==> src/rtl/dbg_ctrl_pkg.sv <==
// ============================================================================
// Module   : dbg_ctrl_pkg
// Brief    : Shared op codes, FSM states and address-map constants for dbg_ctrl
// Revision : 1.0
// ============================================================================
`default_nettype none

package dbg_ctrl_pkg;

   localparam int unsigned MEM_WORDS    = 1024;
   localparam int unsigned REG_BASE     = 1024;
   localparam int unsigned REG_WORDS    = 32;
   localparam int unsigned HALT_TIMEOUT = 16;

   localparam logic [2:0] OP_NOP   = 3'd0;
   localparam logic [2:0] OP_READ  = 3'd1;
   localparam logic [2:0] OP_WRITE = 3'd2;
   localparam logic [2:0] OP_HALT  = 3'd3;
   localparam logic [2:0] OP_RUN   = 3'd4;
   localparam logic [2:0] OP_STEP  = 3'd5;

   typedef enum logic [2:0] {
      ST_IDLE     = 3'd0,
      ST_ACCESS   = 3'd1,
      ST_RDWAIT   = 3'd2,
      ST_STEP     = 3'd3,
      ST_HALTWAIT = 3'd4,
      ST_RESP     = 3'd5
   } state_t;

   function automatic logic op_legal(input logic [2:0] op);
      return op <= OP_STEP;
   endfunction

endpackage

`default_nettype wire

==> src/rtl/dbg_ctrl_if.sv <==
// ============================================================================
// Module   : dbg_ctrl_if
// Brief    : Host command/response channel plus CPU debug port signals
// Revision : 1.0
// ============================================================================
`default_nettype none

interface dbg_ctrl_if;
   logic        cmd_valid;
   logic        cmd_ready;
   logic [2:0]  cmd_op;
   logic [31:0] cmd_addr;
   logic [31:0] cmd_wdata;
   logic        rsp_valid;
   logic        rsp_ready;
   logic [31:0] rsp_data;
   logic        rsp_err;
   logic        dbg_enable;
   logic        dbg_rd_wr;
   logic [31:0] dbg_address;
   logic [31:0] dbg_data_out;
   logic [31:0] dbg_data_in;
   logic        dbg_step;
   logic        dbg_run;
   logic        dbg_halt;

   modport slave (
      input  cmd_valid, cmd_op, cmd_addr, cmd_wdata, rsp_ready, dbg_data_in, dbg_halt,
      output cmd_ready, rsp_valid, rsp_data, rsp_err,
      output dbg_enable, dbg_rd_wr, dbg_address, dbg_data_out, dbg_step, dbg_run
   );

   modport master (
      output cmd_valid, cmd_op, cmd_addr, cmd_wdata, rsp_ready, dbg_data_in, dbg_halt,
      input  cmd_ready, rsp_valid, rsp_data, rsp_err,
      input  dbg_enable, dbg_rd_wr, dbg_address, dbg_data_out, dbg_step, dbg_run
   );
endinterface

`default_nettype wire

==> src/rtl/dbg_addr_decode.sv <==
// ============================================================================
// Module   : dbg_addr_decode
// Brief    : Combinational memory / register window check for a word address
// Revision : 1.0
// ============================================================================
`default_nettype none

module dbg_addr_decode #(
   parameter int unsigned MEM_WORDS = dbg_ctrl_pkg::MEM_WORDS,
   parameter int unsigned REG_BASE  = dbg_ctrl_pkg::REG_BASE,
   parameter int unsigned REG_WORDS = dbg_ctrl_pkg::REG_WORDS
) (
   input  logic [31:0] addr,
   output logic        is_mem,
   output logic        is_reg,
   output logic        addr_ok
);
   // 33-bit bounds so the register window end cannot wrap past 2^32
   localparam logic [32:0] MEM_END = 33'(MEM_WORDS);
   localparam logic [32:0] REG_LO  = 33'(REG_BASE);
   localparam logic [32:0] REG_HI  = 33'(REG_BASE) + 33'(REG_WORDS);

   logic [32:0] w_addr;

   assign w_addr  = {1'b0, addr};
   assign is_mem  = w_addr < MEM_END;
   assign is_reg  = (w_addr >= REG_LO) && (w_addr < REG_HI);
   assign addr_ok = is_mem | is_reg;
endmodule

`default_nettype wire

==> src/rtl/dbg_ctrl.sv <==
// ============================================================================
// Module   : dbg_ctrl
// Brief    : Host-command sequencer driving the CPU debug port, one response per command
// Revision : 1.0
// ============================================================================
`default_nettype none

module dbg_ctrl #(
   parameter int unsigned MEM_WORDS    = dbg_ctrl_pkg::MEM_WORDS,
   parameter int unsigned REG_BASE     = dbg_ctrl_pkg::REG_BASE,
   parameter int unsigned REG_WORDS    = dbg_ctrl_pkg::REG_WORDS,
   parameter int unsigned HALT_TIMEOUT = dbg_ctrl_pkg::HALT_TIMEOUT
) (
   input  logic        clk,
   input  logic        reset,
   dbg_ctrl_if.slave   bus
);
   import dbg_ctrl_pkg::*;

   localparam int CNT_W = $clog2(HALT_TIMEOUT + 1);
   localparam logic [CNT_W-1:0] CNT_LAST = CNT_W'(HALT_TIMEOUT - 1);

   state_t           r_state;
   logic [CNT_W-1:0] r_halt_cnt;
   logic             w_is_mem;
   logic             w_is_reg;
   logic             w_addr_ok;
   logic             w_is_access;
   logic             w_needs_halt;
   logic             w_reject;

   dbg_addr_decode #(
      .MEM_WORDS (MEM_WORDS),
      .REG_BASE  (REG_BASE),
      .REG_WORDS (REG_WORDS)
   ) u_addr_decode (
      .addr    (bus.cmd_addr),
      .is_mem  (w_is_mem),
      .is_reg  (w_is_reg),
      .addr_ok (w_addr_ok)
   );

   assign w_is_access  = (bus.cmd_op == OP_READ) || (bus.cmd_op == OP_WRITE);
   assign w_needs_halt = w_is_access || (bus.cmd_op == OP_STEP);
   assign w_reject     = !op_legal(bus.cmd_op)
                       || (w_needs_halt && !bus.dbg_halt)
                       || (w_is_access && !w_addr_ok);

   assign bus.cmd_ready = (r_state == ST_IDLE) && !reset;

   always_ff @(posedge clk or posedge reset) begin
      if (reset) begin
         r_state          <= ST_IDLE;
         r_halt_cnt       <= '0;
         bus.rsp_valid    <= 1'b0;
         bus.rsp_err      <= 1'b0;
         bus.rsp_data     <= '0;
         bus.dbg_enable   <= 1'b0;
         bus.dbg_rd_wr    <= 1'b0;
         bus.dbg_address  <= '0;
         bus.dbg_data_out <= '0;
         bus.dbg_step     <= 1'b0;
         bus.dbg_run      <= 1'b0;
      end else begin
         bus.dbg_enable <= 1'b0;
         bus.dbg_step   <= 1'b0;
         case (r_state)
            ST_IDLE: begin
               if (bus.cmd_valid) begin
                  bus.rsp_data <= '0;
                  bus.rsp_err  <= 1'b0;
                  if (w_reject) begin
                     bus.rsp_err   <= 1'b1;
                     bus.rsp_valid <= 1'b1;
                     r_state       <= ST_RESP;
                  end else begin
                     case (bus.cmd_op)
                        OP_READ, OP_WRITE: begin
                           bus.dbg_enable   <= 1'b1;
                           bus.dbg_rd_wr    <= (bus.cmd_op == OP_WRITE);
                           bus.dbg_address  <= bus.cmd_addr;
                           bus.dbg_data_out <= bus.cmd_wdata;
                           r_state          <= ST_ACCESS;
                        end
                        OP_STEP: begin
                           bus.dbg_step <= 1'b1;
                           r_state      <= ST_STEP;
                        end
                        OP_RUN: begin
                           bus.dbg_run   <= 1'b1;
                           bus.rsp_valid <= 1'b1;
                           r_state       <= ST_RESP;
                        end
                        OP_HALT: begin
                           bus.dbg_run <= 1'b0;
                           r_halt_cnt  <= '0;
                           r_state     <= ST_HALTWAIT;
                        end
                        default: begin
                           bus.rsp_valid <= 1'b1;
                           r_state       <= ST_RESP;
                        end
                     endcase
                  end
               end
            end
            ST_ACCESS: begin
               if (bus.dbg_rd_wr) begin
                  bus.rsp_valid <= 1'b1;
                  r_state       <= ST_RESP;
               end else begin
                  r_state <= ST_RDWAIT;
               end
            end
            ST_RDWAIT: begin
               bus.rsp_data  <= bus.dbg_data_in;
               bus.rsp_valid <= 1'b1;
               r_state       <= ST_RESP;
            end
            ST_STEP: begin
               bus.rsp_valid <= 1'b1;
               r_state       <= ST_RESP;
            end
            ST_HALTWAIT: begin
               // halt status wins over a timeout landing on the same cycle
               if (bus.dbg_halt) begin
                  bus.rsp_valid <= 1'b1;
                  r_state       <= ST_RESP;
               end else if (r_halt_cnt == CNT_LAST) begin
                  bus.rsp_err   <= 1'b1;
                  bus.rsp_valid <= 1'b1;
                  r_state       <= ST_RESP;
               end else begin
                  r_halt_cnt <= r_halt_cnt + 1'b1;
               end
            end
            ST_RESP: begin
               if (bus.rsp_ready) begin
                  bus.rsp_valid <= 1'b0;
                  r_state       <= ST_IDLE;
               end
            end
            default: r_state <= ST_IDLE;
         endcase
      end
   end
endmodule

`default_nettype wire

==> src/flat_wrapper.sv <==
// flat-port wrapper written by rule: the top's interface ports become plain ports
module dbg_ctrl_flat import dbg_ctrl_pkg::*;
#(
   parameter int unsigned MEM_WORDS    = dbg_ctrl_pkg::MEM_WORDS,
   parameter int unsigned REG_BASE     = dbg_ctrl_pkg::REG_BASE,
   parameter int unsigned REG_WORDS    = dbg_ctrl_pkg::REG_WORDS,
   parameter int unsigned HALT_TIMEOUT = dbg_ctrl_pkg::HALT_TIMEOUT
)
  (clk, reset, bus_cmd_valid, bus_cmd_op, bus_cmd_addr, bus_cmd_wdata, bus_rsp_ready, bus_dbg_data_in, bus_dbg_halt, bus_cmd_ready, bus_rsp_valid, bus_rsp_data, bus_rsp_err, bus_dbg_enable, bus_dbg_rd_wr, bus_dbg_address, bus_dbg_data_out, bus_dbg_step, bus_dbg_run);
  dbg_ctrl_if bus_i ();
  input  logic clk;
  input  logic reset;
  input wire logic [$bits(bus_i.cmd_valid)-1:0] bus_cmd_valid;
  input wire logic [$bits(bus_i.cmd_op)-1:0] bus_cmd_op;
  input wire logic [$bits(bus_i.cmd_addr)-1:0] bus_cmd_addr;
  input wire logic [$bits(bus_i.cmd_wdata)-1:0] bus_cmd_wdata;
  input wire logic [$bits(bus_i.rsp_ready)-1:0] bus_rsp_ready;
  input wire logic [$bits(bus_i.dbg_data_in)-1:0] bus_dbg_data_in;
  input wire logic [$bits(bus_i.dbg_halt)-1:0] bus_dbg_halt;
  output wire logic [$bits(bus_i.cmd_ready)-1:0] bus_cmd_ready;
  output wire logic [$bits(bus_i.rsp_valid)-1:0] bus_rsp_valid;
  output wire logic [$bits(bus_i.rsp_data)-1:0] bus_rsp_data;
  output wire logic [$bits(bus_i.rsp_err)-1:0] bus_rsp_err;
  output wire logic [$bits(bus_i.dbg_enable)-1:0] bus_dbg_enable;
  output wire logic [$bits(bus_i.dbg_rd_wr)-1:0] bus_dbg_rd_wr;
  output wire logic [$bits(bus_i.dbg_address)-1:0] bus_dbg_address;
  output wire logic [$bits(bus_i.dbg_data_out)-1:0] bus_dbg_data_out;
  output wire logic [$bits(bus_i.dbg_step)-1:0] bus_dbg_step;
  output wire logic [$bits(bus_i.dbg_run)-1:0] bus_dbg_run;
  assign bus_i.cmd_valid = bus_cmd_valid;
  assign bus_i.cmd_op = bus_cmd_op;
  assign bus_i.cmd_addr = bus_cmd_addr;
  assign bus_i.cmd_wdata = bus_cmd_wdata;
  assign bus_i.rsp_ready = bus_rsp_ready;
  assign bus_i.dbg_data_in = bus_dbg_data_in;
  assign bus_i.dbg_halt = bus_dbg_halt;
  assign bus_cmd_ready = bus_i.cmd_ready;
  assign bus_rsp_valid = bus_i.rsp_valid;
  assign bus_rsp_data = bus_i.rsp_data;
  assign bus_rsp_err = bus_i.rsp_err;
  assign bus_dbg_enable = bus_i.dbg_enable;
  assign bus_dbg_rd_wr = bus_i.dbg_rd_wr;
  assign bus_dbg_address = bus_i.dbg_address;
  assign bus_dbg_data_out = bus_i.dbg_data_out;
  assign bus_dbg_step = bus_i.dbg_step;
  assign bus_dbg_run = bus_i.dbg_run;
  dbg_ctrl #(.MEM_WORDS(MEM_WORDS), .REG_BASE(REG_BASE), .REG_WORDS(REG_WORDS), .HALT_TIMEOUT(HALT_TIMEOUT)) u_core (.clk(clk), .reset(reset), .bus(bus_i));
endmodule
==> config.mk <==
export PLATFORM = sky130hd
export DESIGN_NAME = dbg_ctrl_flat
export DESIGN_NICKNAME = d
export VERILOG_FILES = /design/src/rtl/dbg_ctrl_pkg.sv /design/src/rtl/dbg_ctrl_if.sv /design/src/rtl/dbg_addr_decode.sv /design/src/rtl/dbg_ctrl.sv /design/src/flat_wrapper.sv
export SDC_FILE = /design/constraint.sdc
export NUM_CORES = 1
export LEC_CHECK = 0
export ABC_AREA = 1
export CAP_MARGIN = 0
export CELL_PAD_IN_SITES_DETAIL_PLACEMENT = 0
export CELL_PAD_IN_SITES_GLOBAL_PLACEMENT = 1
export CORE_MARGIN = 2
export CORE_UTILIZATION = 27
export DETAILED_ROUTE_END_ITERATION = 8
export PLACE_DENSITY = 0.78
export SYNTH_ARGS = -nofsm -noshare
export SYNTH_HDL_FRONTEND = slang
export SYNTH_SLANG_ARGS = --single-unit
==> constraint.sdc <==
create_clock -name clk -period 3.45 [get_ports clk]
set_clock_uncertainty 0.15 [all_clocks]
set_input_delay 0.5175 -clock clk [delete_from_list [all_inputs] [get_ports clk]]
set_output_delay 0.5175 -clock clk [all_outputs]
set_load 0.05 [all_outputs]
==> metrics <==
status finished clean; post-CTS resize count 0; CTS Buf Count 9; Switching Share 0.423; CTS Buffer Depth 2; Die Wd 134 um; Synth-to-Final Area Change 56.2%; global-route wire length before repair 19.6 mm; largest net degree at the start of global routing 111; Yosys cell types 29; critical path class reg2out; Clk pin slew, worst setup/hold paths 0.08 ns; Placed Instances 935; Sequential Power Share 0.362; worst vdd ir 0.000446 V; power per cell area 655 mW/mm^2; Finish-stage setup viols 0; Critical Path AT 2.08 ns; Syn Inst Count 525; share of cells above drive strength 1 0.0451; Nets 832; routed length per instance 12.8 um; post-synthesis instance area 0.00456 mm^2; CTS Sinks 110; Fin. Hold Viols 0; Tcrit/Tclk final 0.797; r2r setup slk 1.39 ns; TritonRoute pass-1 iters 4; Worst EP required 2.78 ns; critical path depth 6; start point of the critical path u_core.r_state[1]; count of flip-flops with a built-in enable after synthesis 0; vias in the first global route 3818; synthesized area per cell 8.69 um^2; critical path's top delay family buffers and inverters; critical path endpoint category primary output; row count 47; Seq cells post-synth 110; Power Total 4.67 mW; fmax 364 MHz; core area 0.0165 mm^2; Antenna diodes 0; area post-placement 0.00684 mm^2; share of the synthesized area in the top cell type 0.604; final instance area 0.00713 mm^2; CP Capture Point bus_cmd_ready; Max Cap Viol 0; Worst Path Max Fanout 5; full die area 0.0179 mm^2; clock share of power 0.216; critical path buffer and inverter count 3; H-tree Lvls 3; Post-Layout Cell Count 951; I/O Buffers 206; reg2reg end u_core.bus.dbg_address[9]; DRC errors left 0; Vias/cell 4.08; post-synthesis sequential area ratio 0.604; Final Util 0.431; GRT Util Overall 0.138; CTS tree built; Hold Crit Class reg2reg; cell with the most instances after synthesis nand2_1; Setup TNS Final 0 ns; clk_lat worst skew 0.35 ns; Slew headroom 0.524; RSZ-0062 raised after global routing false; Placer Congestion 0.756; warning count from the yosys run 0; largest area contributor in the netlist dfrtp_1; CP max stage cell clkdlybuf4s50_1; RR Startpoint u_core.r_state[1]; DP HPWL 8.46 mm; Post-DRT Antenna Nets 0; initial antenna violation count 0; P_leak 3.56 nW; Synth area leaders dfrtp_1 60%, nand2_1 15%, inv_1 6.0%; Detailed Route Iter0 Violations 142; Startpoint Class register; critical path, cell by cell inv_2 -> nand2_2 -> nor2_4 -> inv_2 -> nor2_1 -> clkdlybuf4s50_1; Pint 2.69 mW; Max Slew Vio Count 0; NetSw 1.97 mW; Slowest Stage Delay on Critical Path 0.80 ns; most used cell along the critical path inv_2; Slew @ Worst Pin 0.714 ns; total vias in the final route 3882; grt ovf 0; Root Buffer clkbuf_16; Synth Flop Type dfrtp_1; Setup Buffers After CTS 0; Initial Util 0.276; fill cell count 1616; final WL 12.2 mm; reg2reg path depth 9; die height 134 um; Synth top cells by count 178 x nand2_1, 110 x dfrtp_1, 73 x inv_1; io pins 207; Synth async-reset ratio 1.00; hold_buf cts 0; Tmin final 2.75 ns; combinational share of power 0.423; Post-Syn Nets 631
## stage by stage
stage | setup WS [ns] | hold WS, ns
after floorplan | 1.41 | 0.302
after global placement | 0.775 | 0.297
after detailed placement | 0.735 | 0.302
after CTS | 0.693 | 0.323
after global routing | 0.561 | 0.344
final | 0.701 | 0.314
## worst min-delay path, delay by kind of cell (launching register included)
family | cells | cell delay [ns]
buffers and inverters | 1 | 0.04
and+or+nand+nor | 1 | 0.05
DFF | 1 | 0.34
## worst min path at each step
stage	from	cells after the start	slack [ns]	endpoint
2_1_floorplan	u_core.r_halt_cnt[4]	2	0.30	u_core.r_halt_cnt[4]
3_3_place_gp	u_core.bus.dbg_address[17]	2	0.30	u_core.bus.dbg_address[17]
3_5_place_dp	u_core.bus.dbg_address[24]	2	0.30	u_core.bus.dbg_address[24]
4_1_cts	u_core.bus.dbg_address[24]	2	0.32	u_core.bus.dbg_address[24]
5_1_grt	u_core.bus.dbg_address[21]	2	0.34	u_core.bus.dbg_address[21]
6_report	u_core.bus.dbg_address[24]	2	0.31	u_core.bus.dbg_address[24]
## layout make-up
class / count / area (um^2) / area share
sequential: 110 / 2750 / 0.386
timing repair buffer: 210 / 2120 / 0.297
multi-input combinational: 317 / 1400 / 0.196
inverter: 78 / 297 / 0.0416
tap: 220 / 275 / 0.0386
clock buffer: 9 / 225 / 0.0316
clock inverter: 7 / 58.8 / 0.00825
## layout by cell type, fill, tap and decap left out, drive strengths merged, types with 2 or more instances in the layout
cell type      netlist  final
clkbuf              10      9
nor3                 3      3
dfrtp              110    110
a21oi                4      4
clkdlybuf4s50        0    206
o31ai                2      2
nand2              180    180
ha                   2      2
o21ai               38     38
buf                 10      4
clkinv               0      4
nor2                33     33
clkinvlp             0      2
inv                 78     79
nand4                4      4
nand3               43     43
## cell families (layout without fill, tap and decap cells)
family,count (synthesis),count (layout),synth area share
fa+ha+maj,2,2,0.00549
compound gates,49,49,0.0582
buf+inv,98,304,0.0925
simple gates,266,266,0.240
flops,110,110,0.604
## state kept, by name, summed over array words and instances, names as in the netlist
register,cells
u_core.bus.dbg_rd_wr,1
u_core.r_state,3
u_core.bus.dbg_run,1
u_core.bus.dbg_data_out,32
u_core.r_halt_cnt,5
u_core.bus.dbg_step,1
u_core.bus.dbg_enable,1
u_core.bus.rsp_valid,1
u_core.bus.rsp_data,32
u_core.bus.dbg_address,32
u_core.bus.rsp_err,1
## layer usage
layer	track usage	up-vias	wire, um
met5	0	-	0
met2	0.214	152	5130
met4	0.0426	0	162
li1	-	2012	-
met3	0.0627	11	1350
met1	0.172	1707	5550
## power groups by stage
stage | clock, mW | combinational [mW] | sequential [mW]
after floorplan | 0 | 0.539 | 2.43
after global placement | 0 | 2.00 | 1.70
after detailed placement | 0 | 1.99 | 1.70
after CTS | 1.06 | 1.99 | 1.69
after global routing | 1.11 | 2.12 | 1.72
final | 1.01 | 1.97 | 1.69
(Power assumes the default switching activity.)
